File: config.mk
export PLATFORM = sky130hd
export DESIGN_NAME = hilo_div_ctrl
export DESIGN_NICKNAME = d
export VERILOG_FILES = /design/src/rtl/hilo_pkg.sv /design/src/rtl/hilo_div_ctrl_div_core.sv /design/src/rtl/hilo_div_ctrl.sv
export SDC_FILE = /design/constraint.sdc
export NUM_CORES = 1
export LEC_CHECK = 0
export BUFFER_PORTS_ARGS = -buffer_cell sky130_fd_sc_hd__buf_2
export CORE_UTILIZATION = 45
export DETAILED_ROUTE_END_ITERATION = 10
export PLACE_DENSITY = 0.64
export SLEW_MARGIN = 20
export SYNTH_ARGS = -nofsm -noshare
export SYNTH_HDL_FRONTEND = slang
export SYNTH_SLANG_ARGS = --single-unit
File: constraint.sdc
create_clock -name clock -period 7.7 [get_ports clock]
set_clock_uncertainty 0.15 [all_clocks]
set_input_delay 1.155 -clock clock [delete_from_list [all_inputs] [get_ports clock]]
set_output_delay 1.155 -clock clock [all_outputs]
set_load 0.02 [all_outputs]
File: src/rtl/hilo_pkg.sv
// -----------------------------------------------------------------------------
// hilo_pkg
// Shared definitions for the HI/LO divide controller: request op codes, the
// controller FSM state encoding, the iteration count of the bit-serial divider
// and a conditional two's-complement helper used for sign handling.
// -----------------------------------------------------------------------------
package hilo_pkg;

  // Request op codes carried on req_op
  localparam logic [1:0] OP_DIV  = 2'b00;
  localparam logic [1:0] OP_DIVU = 2'b01;
  localparam logic [1:0] OP_MTHI = 2'b10;
  localparam logic [1:0] OP_MTLO = 2'b11;

  // One quotient bit per RUN cycle
  localparam int         DIV_ITERS = 32;
  localparam logic [4:0] LAST_ITER = 5'(DIV_ITERS - 1);

  typedef enum logic [1:0] {
    ST_IDLE = 2'd0,
    ST_LOAD = 2'd1,
    ST_RUN  = 2'd2,
    ST_FIN  = 2'd3
  } state_t;

  // Two's-complement negate when requested, pass-through otherwise
  function automatic logic [31:0] neg_if(input logic [31:0] value, input logic negate);
    logic [31:0] result;
    if (negate) begin
      result = 32'd0 - value;
    end else begin
      result = value;
    end
    return result;
  endfunction

endpackage

File: src/rtl/hilo_div_ctrl_div_core.sv
// -----------------------------------------------------------------------------
// div_core
// Unsigned restoring shift/subtract divider, one quotient bit per step.
// The quotient register starts out holding the dividend; each step shifts its
// top bit into the partial remainder and shifts the new quotient bit in at the
// bottom. A zero divisor always "fits", giving an all-ones quotient and the
// dividend as remainder.
//
// Ports:
//   clock, reset       rising-edge clock, synchronous active-high reset
//   load               capture dividend/divisor, clear remainder and count
//   step               perform one iteration
//   dividend, divisor  unsigned operands (sampled on load)
//   quotient,remainder current results (final after 32 steps)
//   count              iterations completed since load (wraps to 0 after 32)
// -----------------------------------------------------------------------------
module div_core
  import hilo_pkg::*;
(
  input  logic        clock,
  input  logic        reset,
  input  logic        load,
  input  logic        step,
  input  logic [31:0] dividend,
  input  logic [31:0] divisor,
  output logic [31:0] quotient,
  output logic [31:0] remainder,
  output logic [4:0]  count
);

  logic [31:0] quo_r;
  logic [31:0] rem_r;
  logic [31:0] dsr_r;
  logic [4:0]  count_r;

  logic [32:0] partial_s;
  logic [31:0] diff_s;
  logic        fits_s;

  // Trial subtraction for the current iteration
  always_comb begin
    partial_s = {rem_r, quo_r[31]};
    // When the divisor fits the difference is below the divisor, so 32 bits suffice
    diff_s    = partial_s[31:0] - dsr_r;
    fits_s    = (partial_s >= {1'b0, dsr_r});
  end

  // Datapath and iteration counter registers
  always_ff @(posedge clock) begin
    if (reset) begin
      quo_r   <= 32'd0;
      rem_r   <= 32'd0;
      dsr_r   <= 32'd0;
      count_r <= 5'd0;
    end else if (load) begin
      quo_r   <= dividend;
      rem_r   <= 32'd0;
      dsr_r   <= divisor;
      count_r <= 5'd0;
    end else if (step) begin
      if (fits_s) begin
        rem_r <= diff_s;
      end else begin
        rem_r <= partial_s[31:0];
      end
      quo_r   <= {quo_r[30:0], fits_s};
      count_r <= count_r + 5'd1;
    end else begin
      quo_r   <= quo_r;
      rem_r   <= rem_r;
      dsr_r   <= dsr_r;
      count_r <= count_r;
    end
  end

  assign quotient  = quo_r;
  assign remainder = rem_r;
  assign count     = count_r;

endmodule

File: src/rtl/hilo_div_ctrl.sv
// -----------------------------------------------------------------------------
// hilo_div_ctrl
// HI/LO register owner with a multi-cycle signed/unsigned divider.
// DIV/DIVU run IDLE -> LOAD -> RUN (32 cycles) -> FIN -> IDLE; hi/lo are written
// on the edge leaving FIN and done pulses for the following cycle. MTHI/MTLO
// write hi/lo directly when accepted in IDLE. All sign handling lives here;
// div_core only ever sees magnitudes.
//
// Optional feature: define HILO_DIV_ZERO_TRAP_EN to add the div_zero output.
// A zero divisor then returns LOAD -> IDLE with hi/lo untouched and pulses
// done and div_zero together.
//
// Ports:
//   clock, reset        rising-edge clock, synchronous active-high reset
//   req_valid, req_op   request and op code (DIV, DIVU, MTHI, MTLO)
//   rs_data, rt_data    dividend / move source, divisor
//   req_ready           high when a request would be accepted this cycle
//   stall               divide in flight
//   hi, lo              remainder / quotient registers
//   done                one-cycle pulse when a divide retires
//   div_zero            divide-by-zero pulse (HILO_DIV_ZERO_TRAP_EN only)
// -----------------------------------------------------------------------------
module hilo_div_ctrl
  import hilo_pkg::*;
(
  input  logic        clock,
  input  logic        reset,
  input  logic        req_valid,
  input  logic [1:0]  req_op,
  input  logic [31:0] rs_data,
  input  logic [31:0] rt_data,
  output logic        req_ready,
  output logic        stall,
  output logic [31:0] hi,
  output logic [31:0] lo,
  output logic        done
`ifdef HILO_DIV_ZERO_TRAP_EN
  ,
  output logic        div_zero
`endif
);

  state_t      state_r;
  state_t      state_s;

  logic        signed_r;
  logic [31:0] rs_r;
  logic [31:0] rt_r;
  logic        q_neg_r;
  logic        r_neg_r;
  logic [31:0] hi_r;
  logic [31:0] lo_r;
  logic        done_r;

  logic        accept_s;
  logic        is_div_s;
  logic        rs_neg_s;
  logic        rt_neg_s;
  logic [31:0] rs_mag_s;
  logic [31:0] rt_mag_s;
  logic        core_load_s;
  logic        core_step_s;
  logic        fin_s;
  logic        trap_s;

  logic [31:0] core_quo_s;
  logic [31:0] core_rem_s;
  logic [4:0]  core_count_s;

  // Handshake and operand magnitude decode
  always_comb begin
    req_ready = (state_r == ST_IDLE) && !reset;
    accept_s  = req_valid && req_ready;
    is_div_s  = (req_op == OP_DIV) || (req_op == OP_DIVU);
    // Sign flags only matter for DIV; DIVU operands go through raw
    rs_neg_s  = signed_r && rs_r[31];
    rt_neg_s  = signed_r && rt_r[31];
    rs_mag_s  = neg_if(rs_r, rs_neg_s);
    rt_mag_s  = neg_if(rt_r, rt_neg_s);
  end

  // Next-state and datapath control
  always_comb begin
    state_s     = state_r;
    core_load_s = 1'b0;
    core_step_s = 1'b0;
    fin_s       = 1'b0;
    trap_s      = 1'b0;
    case (state_r)
      ST_IDLE: begin
        if (accept_s && is_div_s) begin
          state_s = ST_LOAD;
        end else begin
          state_s = ST_IDLE;
        end
      end
      ST_LOAD: begin
`ifdef HILO_DIV_ZERO_TRAP_EN
        if (rt_r == 32'd0) begin
          trap_s  = 1'b1;
          state_s = ST_IDLE;
        end else begin
          core_load_s = 1'b1;
          state_s     = ST_RUN;
        end
`else
        core_load_s = 1'b1;
        state_s     = ST_RUN;
`endif
      end
      ST_RUN: begin
        core_step_s = 1'b1;
        // The counter reads LAST_ITER while the 32nd step is being taken
        if (core_count_s == LAST_ITER) begin
          state_s = ST_FIN;
        end else begin
          state_s = ST_RUN;
        end
      end
      ST_FIN: begin
        fin_s   = 1'b1;
        state_s = ST_IDLE;
      end
      default: begin
        state_s = ST_IDLE;
      end
    endcase
  end

  // FSM state register
  always_ff @(posedge clock) begin
    if (reset) begin
      state_r <= ST_IDLE;
    end else begin
      state_r <= state_s;
    end
  end

  // Raw operand capture on the accepting edge; the requester may drop them afterwards
  always_ff @(posedge clock) begin
    if (reset) begin
      rs_r     <= 32'd0;
      rt_r     <= 32'd0;
      signed_r <= 1'b0;
    end else if (accept_s && is_div_s) begin
      rs_r     <= rs_data;
      rt_r     <= rt_data;
      signed_r <= (req_op == OP_DIV);
    end else begin
      rs_r     <= rs_r;
      rt_r     <= rt_r;
      signed_r <= signed_r;
    end
  end

  // Result sign flags, latched as the core is loaded
  always_ff @(posedge clock) begin
    if (reset) begin
      q_neg_r <= 1'b0;
      r_neg_r <= 1'b0;
    end else if (core_load_s) begin
      q_neg_r <= rs_neg_s ^ rt_neg_s;
      r_neg_r <= rs_neg_s;
    end else begin
      q_neg_r <= q_neg_r;
      r_neg_r <= r_neg_r;
    end
  end

  // HI/LO registers: divide retire or direct moves, otherwise hold
  always_ff @(posedge clock) begin
    if (reset) begin
      hi_r <= 32'd0;
      lo_r <= 32'd0;
    end else if (fin_s) begin
      lo_r <= neg_if(core_quo_s, q_neg_r);
      hi_r <= neg_if(core_rem_s, r_neg_r);
    end else if (accept_s && (req_op == OP_MTHI)) begin
      hi_r <= rs_data;
      lo_r <= lo_r;
    end else if (accept_s && (req_op == OP_MTLO)) begin
      hi_r <= hi_r;
      lo_r <= rs_data;
    end else begin
      hi_r <= hi_r;
      lo_r <= lo_r;
    end
  end

  // Retire pulse
  always_ff @(posedge clock) begin
    if (reset) begin
      done_r <= 1'b0;
    end else begin
      done_r <= fin_s || trap_s;
    end
  end

`ifdef HILO_DIV_ZERO_TRAP_EN
  logic div_zero_r;

  // Divide-by-zero pulse, coincident with done
  always_ff @(posedge clock) begin
    if (reset) begin
      div_zero_r <= 1'b0;
    end else begin
      div_zero_r <= trap_s;
    end
  end

  assign div_zero = div_zero_r;
`endif

  div_core u_div_core (
    .clock     (clock),
    .reset     (reset),
    .load      (core_load_s),
    .step      (core_step_s),
    .dividend  (rs_mag_s),
    .divisor   (rt_mag_s),
    .quotient  (core_quo_s),
    .remainder (core_rem_s),
    .count     (core_count_s)
  );

  assign stall = (state_r != ST_IDLE);
  assign hi    = hi_r;
  assign lo    = lo_r;
  assign done  = done_r;

endmodule

==> results.ini <==
[status]
status=finished clean

[floorplan]
dieArea_um2=31620
placementRows=64
die_w_um=177.8
initial_core_util_pct=45.60
core_area_um2=30510
die_h_um=177.8
io_pins=136

[placed_design]
placed_area_um2=14760
gp_congestion=0.9352
port_buffers=135
dp_hpwl_um=30300

[synth]
avgSynthCellArea_um2=7.661
async_flop_share_pct=0
synth_top_area_share_pct=33.82
synth_area_leaders=dfxtp_1 (34%), nand2_1 (6.7%), a21oi_1 (6.6%)
synth_edf_count=0
synth_warnings=0
synth_cells=1816
synth_area_um2=13910
yosysSeqAreaShare_pct=33.82
synth-seq-cells=235
synth_cell_types=68
yosys.area.top_type=dfxtp_1
synth_fp_nets=1929
synth-main-ff-cell=dfxtp_1

[clocking]
clockBufferDepth=3
insertion_delay_ps=550
ctsHoldBuffers=0
cts_root_buf=clkbuf_16
cts_resized=0
clock_sinks=235
post_cts_buffers=0
h-tree-depth=1
cts_tree=yes
clk_pin_slew_worst_paths_ps=60
cts_buffers=27

[critical_path]
path_max_fanout=17
cp.required_ps=7950
worstSetupPathType=reg -> reg
cp-start-kind=flip-flop
cp.arrival_ps=3810
cp-end-kind=flip-flop

[power_and_ir_drop]
vdd_drop_max_mv=0.2047
powerDensity_nw_per_um2=213.3
p_leak_nw=6.246
power_w=0.003332

[detailed_routing]
drc=0
met2_wirelength_um=19610
wl_met1_um=18410
ant_nets=0
wl_um=41640
routed-wl-met3_um=2023
drtIter0Drc=1015
via_count=13090
routedWlPerCell_um=18.22
top_layer_used=met5
drt-vias-per-instance=5.727
firstDrtPassIters=5

[layout]
syn2layout_area_growth_pct=12.31
design_area_um2=15630
layout.nets=1984
layout_common_cells=nand2_1 (250), dfxtp_1 (234), a21oi_1 (184)
final_common_cell=nand2_1
drive_above_1_share_pct=11.86

[global_route]
grt_max_degree=101
grt_util_all_layers_pct=26.30
grt_pass1_vias=11980
grt_pass1_wl_um=65450
overflow=0
antenna_found_initial=2

[timing]
finalSetupTns_ps=0
slew_headroom_pct=28.95
layout_min_cycle_time_ps=3566
finalMaxSlewViolations=0
fmax_mhz=280.4
worst_pin_slew_ps=1064
finalSetupViolCount=0
whs_ps=329.0
rsz0062_at_grt=no
hold_violations=0
timing.final.crit_share_pct=46.31

[run]
max_cap_violations=0

[worst_hold_path]
hold_class=reg -> reg

[cell usage after synthesis, types with 13 or more instances]
cell,number
dfxtp_1,235
mux2i_1,41
a21oi_1,184
xnor2_1,81
o31ai_1,26
nor2b_1,41
nor3_1,19
a211oi_1,107
xor2_1,57
or4_1,13
ha_1,43
nand3_1,34
clkbuf_1,105
nor2_1,183
a31oi_1,29
o21ai_0,87
nand2_1,250
inv_1,72
[layout make-up]
| class | count | area (um2) |
|---|---|---|
| Fill cell | 2989 | 14880 |
| Antenna cell | 1 | 2.502 |
| Timing Repair Buffer | 148 | 779.5 |
| Multi-Input combinational cell | 1386 | 8509 |
| Sequential cell | 235 | 4706 |
| Tap cell | 396 | 495.5 |
| Clock buffer | 40 | 754.5 |
| Clock inverter | 7 | 103.9 |
| Inverter | 73 | 274.0 |
[stage by stage]
stage | setup slack (ps) | util, % | std cells
2_1_floorplan | 4351 | - | 1816
3_3_place_gp | 4079 | 48.39 | 2238
3_5_place_dp | 4036 | 48.39 | 2238
4_1_cts | 4140 | 51.20 | 2285
5_1_grt | 3886 | 51.21 | 2286
6_report | 4134 | 51.21 | 2286
[registers in the layout, indices dropped and copies added, names as in the netlist]
| signal | count |
|---|---|
| u_div_core.remainder | 32 |
| q_neg_r | 1 |
| hi | 32 |
| state_r | 2 |
| u_div_core.dsr_r | 32 |
| u_div_core.quotient | 32 |
| rt_r | 32 |
| rs_r | 32 |
| signed_r | 1 |
| r_neg_r | 1 |
| done | 1 |
| u_div_core.count | 5 |
| lo | 32 |
[worst max-delay path, cell delays in order, from the launching register on]
cell and delay (ps):
dfxtp_1 470, ha_1 360, a21oi_1 260, o211ai_1 140, a221o_1 380, a221oi_1 380
nand2_1 170, a21oi_1 540, buf_4 350, or3_1 140, a31oi_1 70
[report_power, final]
group | total, W | switching [W] | leakage, nW | internal [W]
sequential | 0.00129 | 0.0000426 | 1.90 | 0.00125
clock | 0.00126 | 0.000515 | 0.420 | 0.000744
combinational | 0.000779 | 0.000501 | 3.92 | 0.000278
[final timing paths]
path                                              start                 endpoint  slack [ps]  cells past startpoint
worst max-delay path            u_div_core.remainder[7]  u_div_core.remainder[4]        4130                     10
worst min-delay path                           rt_r[21]                 rt_r[21]         330                      2
worst max register to register  u_div_core.remainder[7]  u_div_core.remainder[4]        4130                     10
worst min register to register                 rt_r[21]                 rt_r[21]         330                      2
[layer usage]
metal	up-vias	global-route usage [%]
li1	6516	-
met1	6124	34.20
met2	370	44.51
met3	80	2.656
met4	2	10.33
met5	-	0
[cell families after synthesis]
logic type               share of synthesized area (%)
buffers and inverters                            5.306
flip-flops                                       33.82
multiplexers                                     3.840
XOR/XNOR                                         8.688
AND/OR/NAND/NOR                                  20.92
adder cells (fa/ha/maj)                          4.011
AO/OA/AOI/OAI                                    23.42
No activity file was read; power rests on OpenSTA's default activity.
